==> config.mk <==
export PLATFORM = sky130hd
export DESIGN_NAME = mem_access_arbiter
export DESIGN_NICKNAME = d
export VERILOG_FILES = /design/src/rtl/mem_arb_pkg.sv /design/src/rtl/mem_arb_rr_pick.sv /design/src/rtl/mem_access_arbiter.sv
export SDC_FILE = /design/constraint.sdc
export NUM_CORES = 1
export LEC_CHECK = 0
export BUFFER_PORTS_ARGS = -buffer_cell sky130_fd_sc_hd__buf_2
export CORE_UTILIZATION = 47
export DETAILED_ROUTE_END_ITERATION = 16
export PLACE_DENSITY = 0.79
export SLEW_MARGIN = 10
export SYNTH_ARGS = -nofsm -noshare
export SYNTH_HDL_FRONTEND = slang
export SYNTH_SLANG_ARGS = --single-unit
==> constraint.sdc <==
create_clock -name clk -period 2.6 [get_ports clk]
set_input_delay 0.39 -clock clk [delete_from_list [all_inputs] [get_ports clk]]
set_output_delay 0.39 -clock clk [all_outputs]
set_load 0.02 [all_outputs]
==> src/rtl/mem_arb_pkg.sv <==
// mem_arb_pkg
//   Shared definitions for the shared instruction/data memory arbiter:
//   FSM state encoding, requester port ids and default bus widths.
//   Optional feature macro used by the arbiter: MEM_ARB_DBG_PORT_EN.
package mem_arb_pkg;

   localparam int unsigned ADDR_W_DEF    = 8;
   localparam int unsigned DATA_W_DEF    = 32;
   localparam int unsigned WDATA_W_DEF   = 8;
   localparam int unsigned MEM_DEPTH_DEF = 128;

   typedef enum logic [1:0] {
      StIdle   = 2'd0,
      StAccess = 2'd1,
      StResp   = 2'd2
   } state_e;

   typedef enum logic [1:0] {
      PORT_IF  = 2'd0,
      PORT_DM  = 2'd1,
      PORT_DBG = 2'd2
   } port_e;

endpackage

==> src/rtl/mem_arb_rr_pick.sv <==
// mem_arb_rr_pick
//   Combinational two-way round-robin pick between instruction fetch and
//   data access. On a tie the port that did not own the last tie wins.
// Ports
//   reqs        in   2  request vector, [0] = IF, [1] = DM
//   last_owner  in   2  port id that won the previous tie
//   winner      out  2  port id of the selected requester (PORT_IF when idle)
//   any         out  1  at least one request pending
module mem_arb_rr_pick
   import mem_arb_pkg::*;
(
   input  logic [1:0] reqs,
   input  logic [1:0] last_owner,
   output logic [1:0] winner,
   output logic       any
);

   always_comb begin
      any    = |reqs;
      winner = PORT_IF;
      if (reqs == 2'b11) begin
         winner = (last_owner == PORT_IF) ? PORT_DM : PORT_IF;
      end else if (reqs[1]) begin
         winner = PORT_DM;
      end
   end

endmodule

==> src/rtl/mem_access_arbiter.sv <==
// mem_access_arbiter
//   Sequences the single shared 128x32 instruction/data memory. Instruction
//   fetch (read-only) and data access (read / byte write) are arbitrated
//   round-robin; each access takes IDLE/RESP -> ACCESS -> RESP, so a read
//   requested in cycle N is granted in N+1 and returns data in N+2.
//   Out-of-range addresses are still granted; writes are suppressed and
//   reads return zero.
//   Define MEM_ARB_DBG_PORT_EN to add a debug port with strict priority over
//   IF and DM; it never changes the round-robin history.
// Ports
//   clk, rst_n                    clock, asynchronous active-low reset
//   if_req/if_addr                fetch request and address
//   if_gnt/if_rvalid/if_rdata     fetch grant pulse, data-valid pulse, data
//   dm_req/dm_we/dm_addr/dm_wdata data request, write flag, address, byte
//   dm_gnt/dm_rvalid/dm_rdata     data grant pulse, read-valid pulse, data
//   dbg_*                         debug port (MEM_ARB_DBG_PORT_EN only)
//   mem_addr/mem_wdata/mem_we     memory address, write byte, write enable
//   mem_rdata                     memory combinational read data
module mem_access_arbiter
   import mem_arb_pkg::*;
#(
   parameter int unsigned ADDR_W    = ADDR_W_DEF,
   parameter int unsigned DATA_W    = DATA_W_DEF,
   parameter int unsigned WDATA_W   = WDATA_W_DEF,
   parameter int unsigned MEM_DEPTH = MEM_DEPTH_DEF
) (
   input  logic               clk,
   input  logic               rst_n,
   input  logic               if_req,
   input  logic [ADDR_W-1:0]  if_addr,
   output logic               if_gnt,
   output logic               if_rvalid,
   output logic [DATA_W-1:0]  if_rdata,
   input  logic               dm_req,
   input  logic               dm_we,
   input  logic [ADDR_W-1:0]  dm_addr,
   input  logic [WDATA_W-1:0] dm_wdata,
   output logic               dm_gnt,
   output logic               dm_rvalid,
   output logic [DATA_W-1:0]  dm_rdata,
`ifdef MEM_ARB_DBG_PORT_EN
   input  logic               dbg_req,
   input  logic               dbg_we,
   input  logic [ADDR_W-1:0]  dbg_addr,
   input  logic [WDATA_W-1:0] dbg_wdata,
   output logic               dbg_gnt,
   output logic               dbg_rvalid,
   output logic [DATA_W-1:0]  dbg_rdata,
`endif
   output logic [ADDR_W-1:0]  mem_addr,
   output logic [WDATA_W-1:0] mem_wdata,
   output logic               mem_we,
   input  logic [DATA_W-1:0]  mem_rdata
);

   localparam logic [ADDR_W:0] DepthLim = (ADDR_W + 1)'(MEM_DEPTH);

   state_e             state_q;
   port_e              owner_q;
   port_e              last_owner_q;
   logic [ADDR_W-1:0]  addr_q;
   logic [WDATA_W-1:0] wdata_q;
   logic               we_q;
   logic               in_range_q;

   logic [1:0]         rr_winner;
   logic               rr_any;
   port_e              pick_id;
   logic               pick_any;
   logic               pick_tie;
   logic [ADDR_W-1:0]  sel_addr;
   logic [WDATA_W-1:0] sel_wdata;
   logic               sel_we;
   logic               sel_in_range;
   logic [DATA_W-1:0]  rd_word;
   logic               in_access;

   mem_arb_rr_pick u_rr_pick (
      .reqs       ({dm_req, if_req}),
      .last_owner (last_owner_q),
      .winner     (rr_winner),
      .any        (rr_any)
   );

   // Final pick: debug (if present) overrides the round-robin result.
   always_comb begin
      pick_any  = rr_any;
      pick_id   = port_e'(rr_winner);
      pick_tie  = if_req & dm_req;
`ifdef MEM_ARB_DBG_PORT_EN
      if (dbg_req) begin
         pick_any = 1'b1;
         pick_id  = PORT_DBG;
         pick_tie = 1'b0;
      end
`endif
      sel_addr  = if_addr;
      sel_wdata = '0;
      sel_we    = 1'b0;
      unique case (pick_id)
         PORT_DM: begin
            sel_addr  = dm_addr;
            sel_wdata = dm_wdata;
            sel_we    = dm_we;
         end
`ifdef MEM_ARB_DBG_PORT_EN
         PORT_DBG: begin
            sel_addr  = dbg_addr;
            sel_wdata = dbg_wdata;
            sel_we    = dbg_we;
         end
`endif
         default: ;
      endcase
      sel_in_range = ({1'b0, sel_addr} < DepthLim);
   end

   // Memory pins are driven from the latched access only while in ACCESS.
   always_comb begin
      in_access = (state_q == StAccess);
      mem_addr  = in_access ? addr_q  : '0;
      mem_wdata = in_access ? wdata_q : '0;
      mem_we    = in_access & we_q & in_range_q;
      rd_word   = in_range_q ? mem_rdata : '0;
   end

   always_ff @(posedge clk or negedge rst_n) begin
      if (!rst_n) begin
         state_q      <= StIdle;
         owner_q      <= PORT_IF;
         last_owner_q <= PORT_DM;
         addr_q       <= '0;
         wdata_q      <= '0;
         we_q         <= 1'b0;
         in_range_q   <= 1'b0;
         if_gnt       <= 1'b0;
         if_rvalid    <= 1'b0;
         if_rdata     <= '0;
         dm_gnt       <= 1'b0;
         dm_rvalid    <= 1'b0;
         dm_rdata     <= '0;
`ifdef MEM_ARB_DBG_PORT_EN
         dbg_gnt      <= 1'b0;
         dbg_rvalid   <= 1'b0;
         dbg_rdata    <= '0;
`endif
      end else begin
         if_gnt    <= 1'b0;
         if_rvalid <= 1'b0;
         dm_gnt    <= 1'b0;
         dm_rvalid <= 1'b0;
`ifdef MEM_ARB_DBG_PORT_EN
         dbg_gnt    <= 1'b0;
         dbg_rvalid <= 1'b0;
`endif
         unique case (state_q)
            // RESP samples requests exactly like IDLE, giving back-to-back accesses.
            StIdle, StResp: begin
               if (pick_any) begin
                  state_q    <= StAccess;
                  owner_q    <= pick_id;
                  addr_q     <= sel_addr;
                  wdata_q    <= sel_wdata;
                  we_q       <= sel_we;
                  in_range_q <= sel_in_range;
                  if (pick_tie) begin
                     last_owner_q <= pick_id;
                  end
                  // gnt is high exactly during the ACCESS cycle.
                  unique case (pick_id)
                     PORT_IF: if_gnt <= 1'b1;
                     PORT_DM: dm_gnt <= 1'b1;
`ifdef MEM_ARB_DBG_PORT_EN
                     PORT_DBG: dbg_gnt <= 1'b1;
`endif
                     default: ;
                  endcase
               end else begin
                  state_q <= StIdle;
               end
            end
            StAccess: begin
               state_q <= StResp;
               if (!we_q) begin
                  unique case (owner_q)
                     PORT_IF: begin
                        if_rvalid <= 1'b1;
                        if_rdata  <= rd_word;
                     end
                     PORT_DM: begin
                        dm_rvalid <= 1'b1;
                        dm_rdata  <= rd_word;
                     end
`ifdef MEM_ARB_DBG_PORT_EN
                     PORT_DBG: begin
                        dbg_rvalid <= 1'b1;
                        dbg_rdata  <= rd_word;
                     end
`endif
                     default: ;
                  endcase
               end
            end
            default: state_q <= StIdle;
         endcase
      end
   end

endmodule
==> flow_metrics.env <==
export IMPL_layout_drive_gt1_share_pct=39.2
export IMPL_maxSlewViolCount=0
export IMPL_postSynthCellCount=332
export IMPL_post_drt_via_cell_ratio=4.93
export IMPL_cts_root_buf="clkbuf_8"
export IMPL_post_place_ws_ps=753
export IMPL_finalSetupTns_ps=0
export IMPL_hp_class="input port to async pin"
export IMPL_finalWorstSetupSlack_ps=511
export IMPL_syn_cell_area_um2=3560
export IMPL_ys_types=28
export IMPL_busiest_layer="met2"
export IMPL_switchingPower_w=0.00212
export IMPL_synth_seq_cells=90
export IMPL_grt_max_degree=66
export IMPL_p_comb_share_pct=39.3
export IMPL_final_antenna_net_count=0
export IMPL_synth_edff_count=0
export IMPL_num_rows=31
export IMPL_clkPwrFrac_pct=17.6
export IMPL_place_area_um2=4350
export IMPL_p_leak_nw=2.43
export IMPL_initial_utilization_pct=48.9
export IMPL_grt_pass1_wl_mm=11.8
export IMPL_max_cap_violations=0
export IMPL_skew_ps=9.78
export IMPL_status="finished clean"
export IMPL_crit_buf_inv=2
export IMPL_fmax_ghz=0.479
export IMPL_pwr_share_seq_pct=43.1
export IMPL_critical_path_required_ps=2210
export IMPL_crit_arrival_ps=1700
export IMPL_drt_iter0_markers=65
export IMPL_synthArstFlopShare_pct=100
export IMPL_grt_use_total_pct=19.4
export IMPL_yosysTopAreaCellShare_pct=62.5
export IMPL_cts_tree="done"
export IMPL_worst_pin_slew_ps=719
export IMPL_gp_congestion=0.716
export IMPL_syn_area_per_cell_um2=10.7
export IMPL_relSlewSlack_pct=52.0
export IMPL_ys_seq_area_share_pct=63.3
export IMPL_min_period_over_period_pct=80.3
export IMPL_cp_top_family="flip-flops"
export IMPL_synth_largest_area_cell="dfrtp_1"
export IMPL_rsz0062_at_grt="no"
export IMPL_numCtsBuffers=9
export IMPL_clockBufferDepth=2
export IMPL_die_area_um2=7930
export IMPL_core_um2=7290
export IMPL_route_detailed_drc=0
export IMPL_cts_resized=0
export IMPL_synth_flop_cell="dfrtp_1"
export IMPL_wl_mm=7.63
export IMPL_power_density_nw_per_um2=1160
export IMPL_antenna_cells=0
export IMPL_die_x_um=89.1
export IMPL_ys_top_cells_by_area="dfrtp_1 (63%), nand2_1 (10%), o21ai_0 (4.6%)"
export IMPL_post_route_min_period_ps=2090
export IMPL_io_buffers=145
export IMPL_finalHoldViolCount=0
export IMPL_fill_cells=667
export IMPL_wire_per_inst_um=13.3
export IMPL_setup_viol=0
export IMPL_fin_area_um2=4550
export IMPL_clk_insertion_delay_late_ps=340
export IMPL_numClockSinks=90
export IMPL_slowest_stage="dfrtp_1"
export IMPL_first_global_vias=2646
export IMPL_cts_max_level=3
export IMPL_path_class="flip-flop to output port"
export IMPL_io_pins=146
export IMPL_worstPathCellList="nor2b_1 -> buf_4 -> and3_1 -> buf_2"
export IMPL_critical_path_max_stage_delay_ps=490
export IMPL_syn_nets=393
export IMPL_postCtsHoldBufs=0
export IMPL_post_route_util_pct=62.4
export IMPL_yosysWarningCount=0
export IMPL_dr_total_vias=2837
export IMPL_syn_to_final_growth_pct=27.7
export IMPL_clk_pin_slew_ps=80
export IMPL_fin_cells=576
export IMPL_dp_final_hpwl_mm=5.43
export IMPL_crit_fanout=15
export IMPL_cp_end_kind="output port"
export IMPL_fp_dieH_um=89.1
export IMPL_antenna_found_initial=0
export IMPL_grtUsageMet2_pct=33.0
export IMPL_drt_pre_antenna_iters=4
export IMPL_internal_power_w=0.00314
export IMPL_grt_ovfl_total=0
export IMPL_grtUsageMet1_pct=23.8
export IMPL_dp_cells=560
export IMPL_cp_start_kind="flip-flop"
export IMPL_post_cts_setup_buffer_count=0
export IMPL_ir_worst_vdd_v=0.000396
export IMPL_p_sw_share_pct=40.3
export IMPL_final_nets=533
export IMPL_use_met3_pct=5.63
## routing by layer
| metal | wire [µm] | vias up |
|---|---|---|
| li1 | - | 1388 |
| met3 | 591 | 12 |
| met5 | 0 | - |
| met1 | 3280 | 1330 |
| met2 | 3650 | 107 |
| met4 | 110 | 0 |
## final cells by class
type                       count  area, µm²  share of cell area (%)
sequential                    90       2250                    49.5
multi-input combinational    217       1180                    25.9
timing repair buffer         151        786                    17.3
clock buffer                  12        145                    3.19
tap                           99        124                    2.72
clock inverter                 4       51.3                    1.13
inverter                       3       11.3                   0.248
## final timing paths
check / cells past startpoint / slack (ps) / endpoint / start
min in group clk: 2 / 270 / wdata_q[6]$_DFFE_PN0P_ / dm_wdata[6]
max reg2reg: 4 / 740 / if_rdata[2]$_DFFE_PN0P_ / state_q[0]$_DFF_PN0_
max in group asynchronous: 2 / 1950 / dm_rdata[4]$_DFFE_PN0P_ / rst_n
min reg2reg: 2 / 470 / if_rdata[19]$_DFFE_PN0P_ / if_rdata[19]$_DFFE_PN0P_
min: 1 / 10 / dm_rdata[18]$_DFFE_PN0P_ / rst_n
max: 4 / 510 / mem_we / state_q[0]$_DFF_PN0_
## power groups by stage
stage / Clock, W / Sequential, W / Combinational, W
global placement: 0 / 0.00228 / 0.00204
floorplan: 0 / 0.00287 / 0.000734
detailed placement: 0 / 0.00229 / 0.00210
finish: 0.000928 / 0.00227 / 0.00207
global route: 0.00102 / 0.00234 / 0.00229
CTS: 0.000960 / 0.00227 / 0.00210
## synth_stat cells (all sizes together), types with 3 or more instances
cell type	count
a22o	9
buf	7
nand2	98
clkbuf	15
inv	3
and2	23
o21ai	65
dfrtp	89
a221o	7
nor2b	3
## flip-flops by register name, indices dropped and copies added, names as in the netlist
signal        cells
dm_rdata         32
we_q              1
if_rvalid         1
addr_q            8
if_rdata         32
dm_rvalid         1
if_gnt            1
wdata_q           8
owner_q           1
state_q           2
last_owner_q      1
in_range_q        1
dm_gnt            1
## logic make-up (layout without fill, tap and decap cells)
family                 count (synthesis)  count (layout)  synth area share (%)
XOR/XNOR                               1               1                 0.246
AND/OR/NAND/NOR                      131             131                  16.6
flip-flops                            90              90                  63.3
buffers and inverters                 25             170                  3.83
AO/OA/AOI/OAI                         85              85                  16.0
## cell usage in the layout, fill, tap and decap left out, types with 2 or more instances in the layout
| master | Yosys | final |
|---|---|---|
| buf_2 | 1 | 144 |
| and2_1 | 23 | 23 |
| o21ai_2 | 17 | 17 |
| inv_1 | 2 | 2 |
| clkbuf_8 | 0 | 10 |
| dfrtp_1 | 89 | 89 |
| a22o_1 | 9 | 9 |
| buf_4 | 1 | 6 |
| a221o_1 | 7 | 7 |
| nor2b_1 | 3 | 3 |
| clkbuf_1 | 15 | 2 |
| o21ai_0 | 33 | 33 |
| nand2_1 | 98 | 98 |
| o21ai_1 | 15 | 15 |
## metrics by stage
stage,power (W),hold WS [ps]
floorplan,0.00361,94.4
global placement,0.00432,390
detailed placement,0.00439,399
CTS,0.00533,21.3
global route,0.00565,42.2
finish,0.00526,12.1
Note: power is estimated with default switching activity, not from simulation.
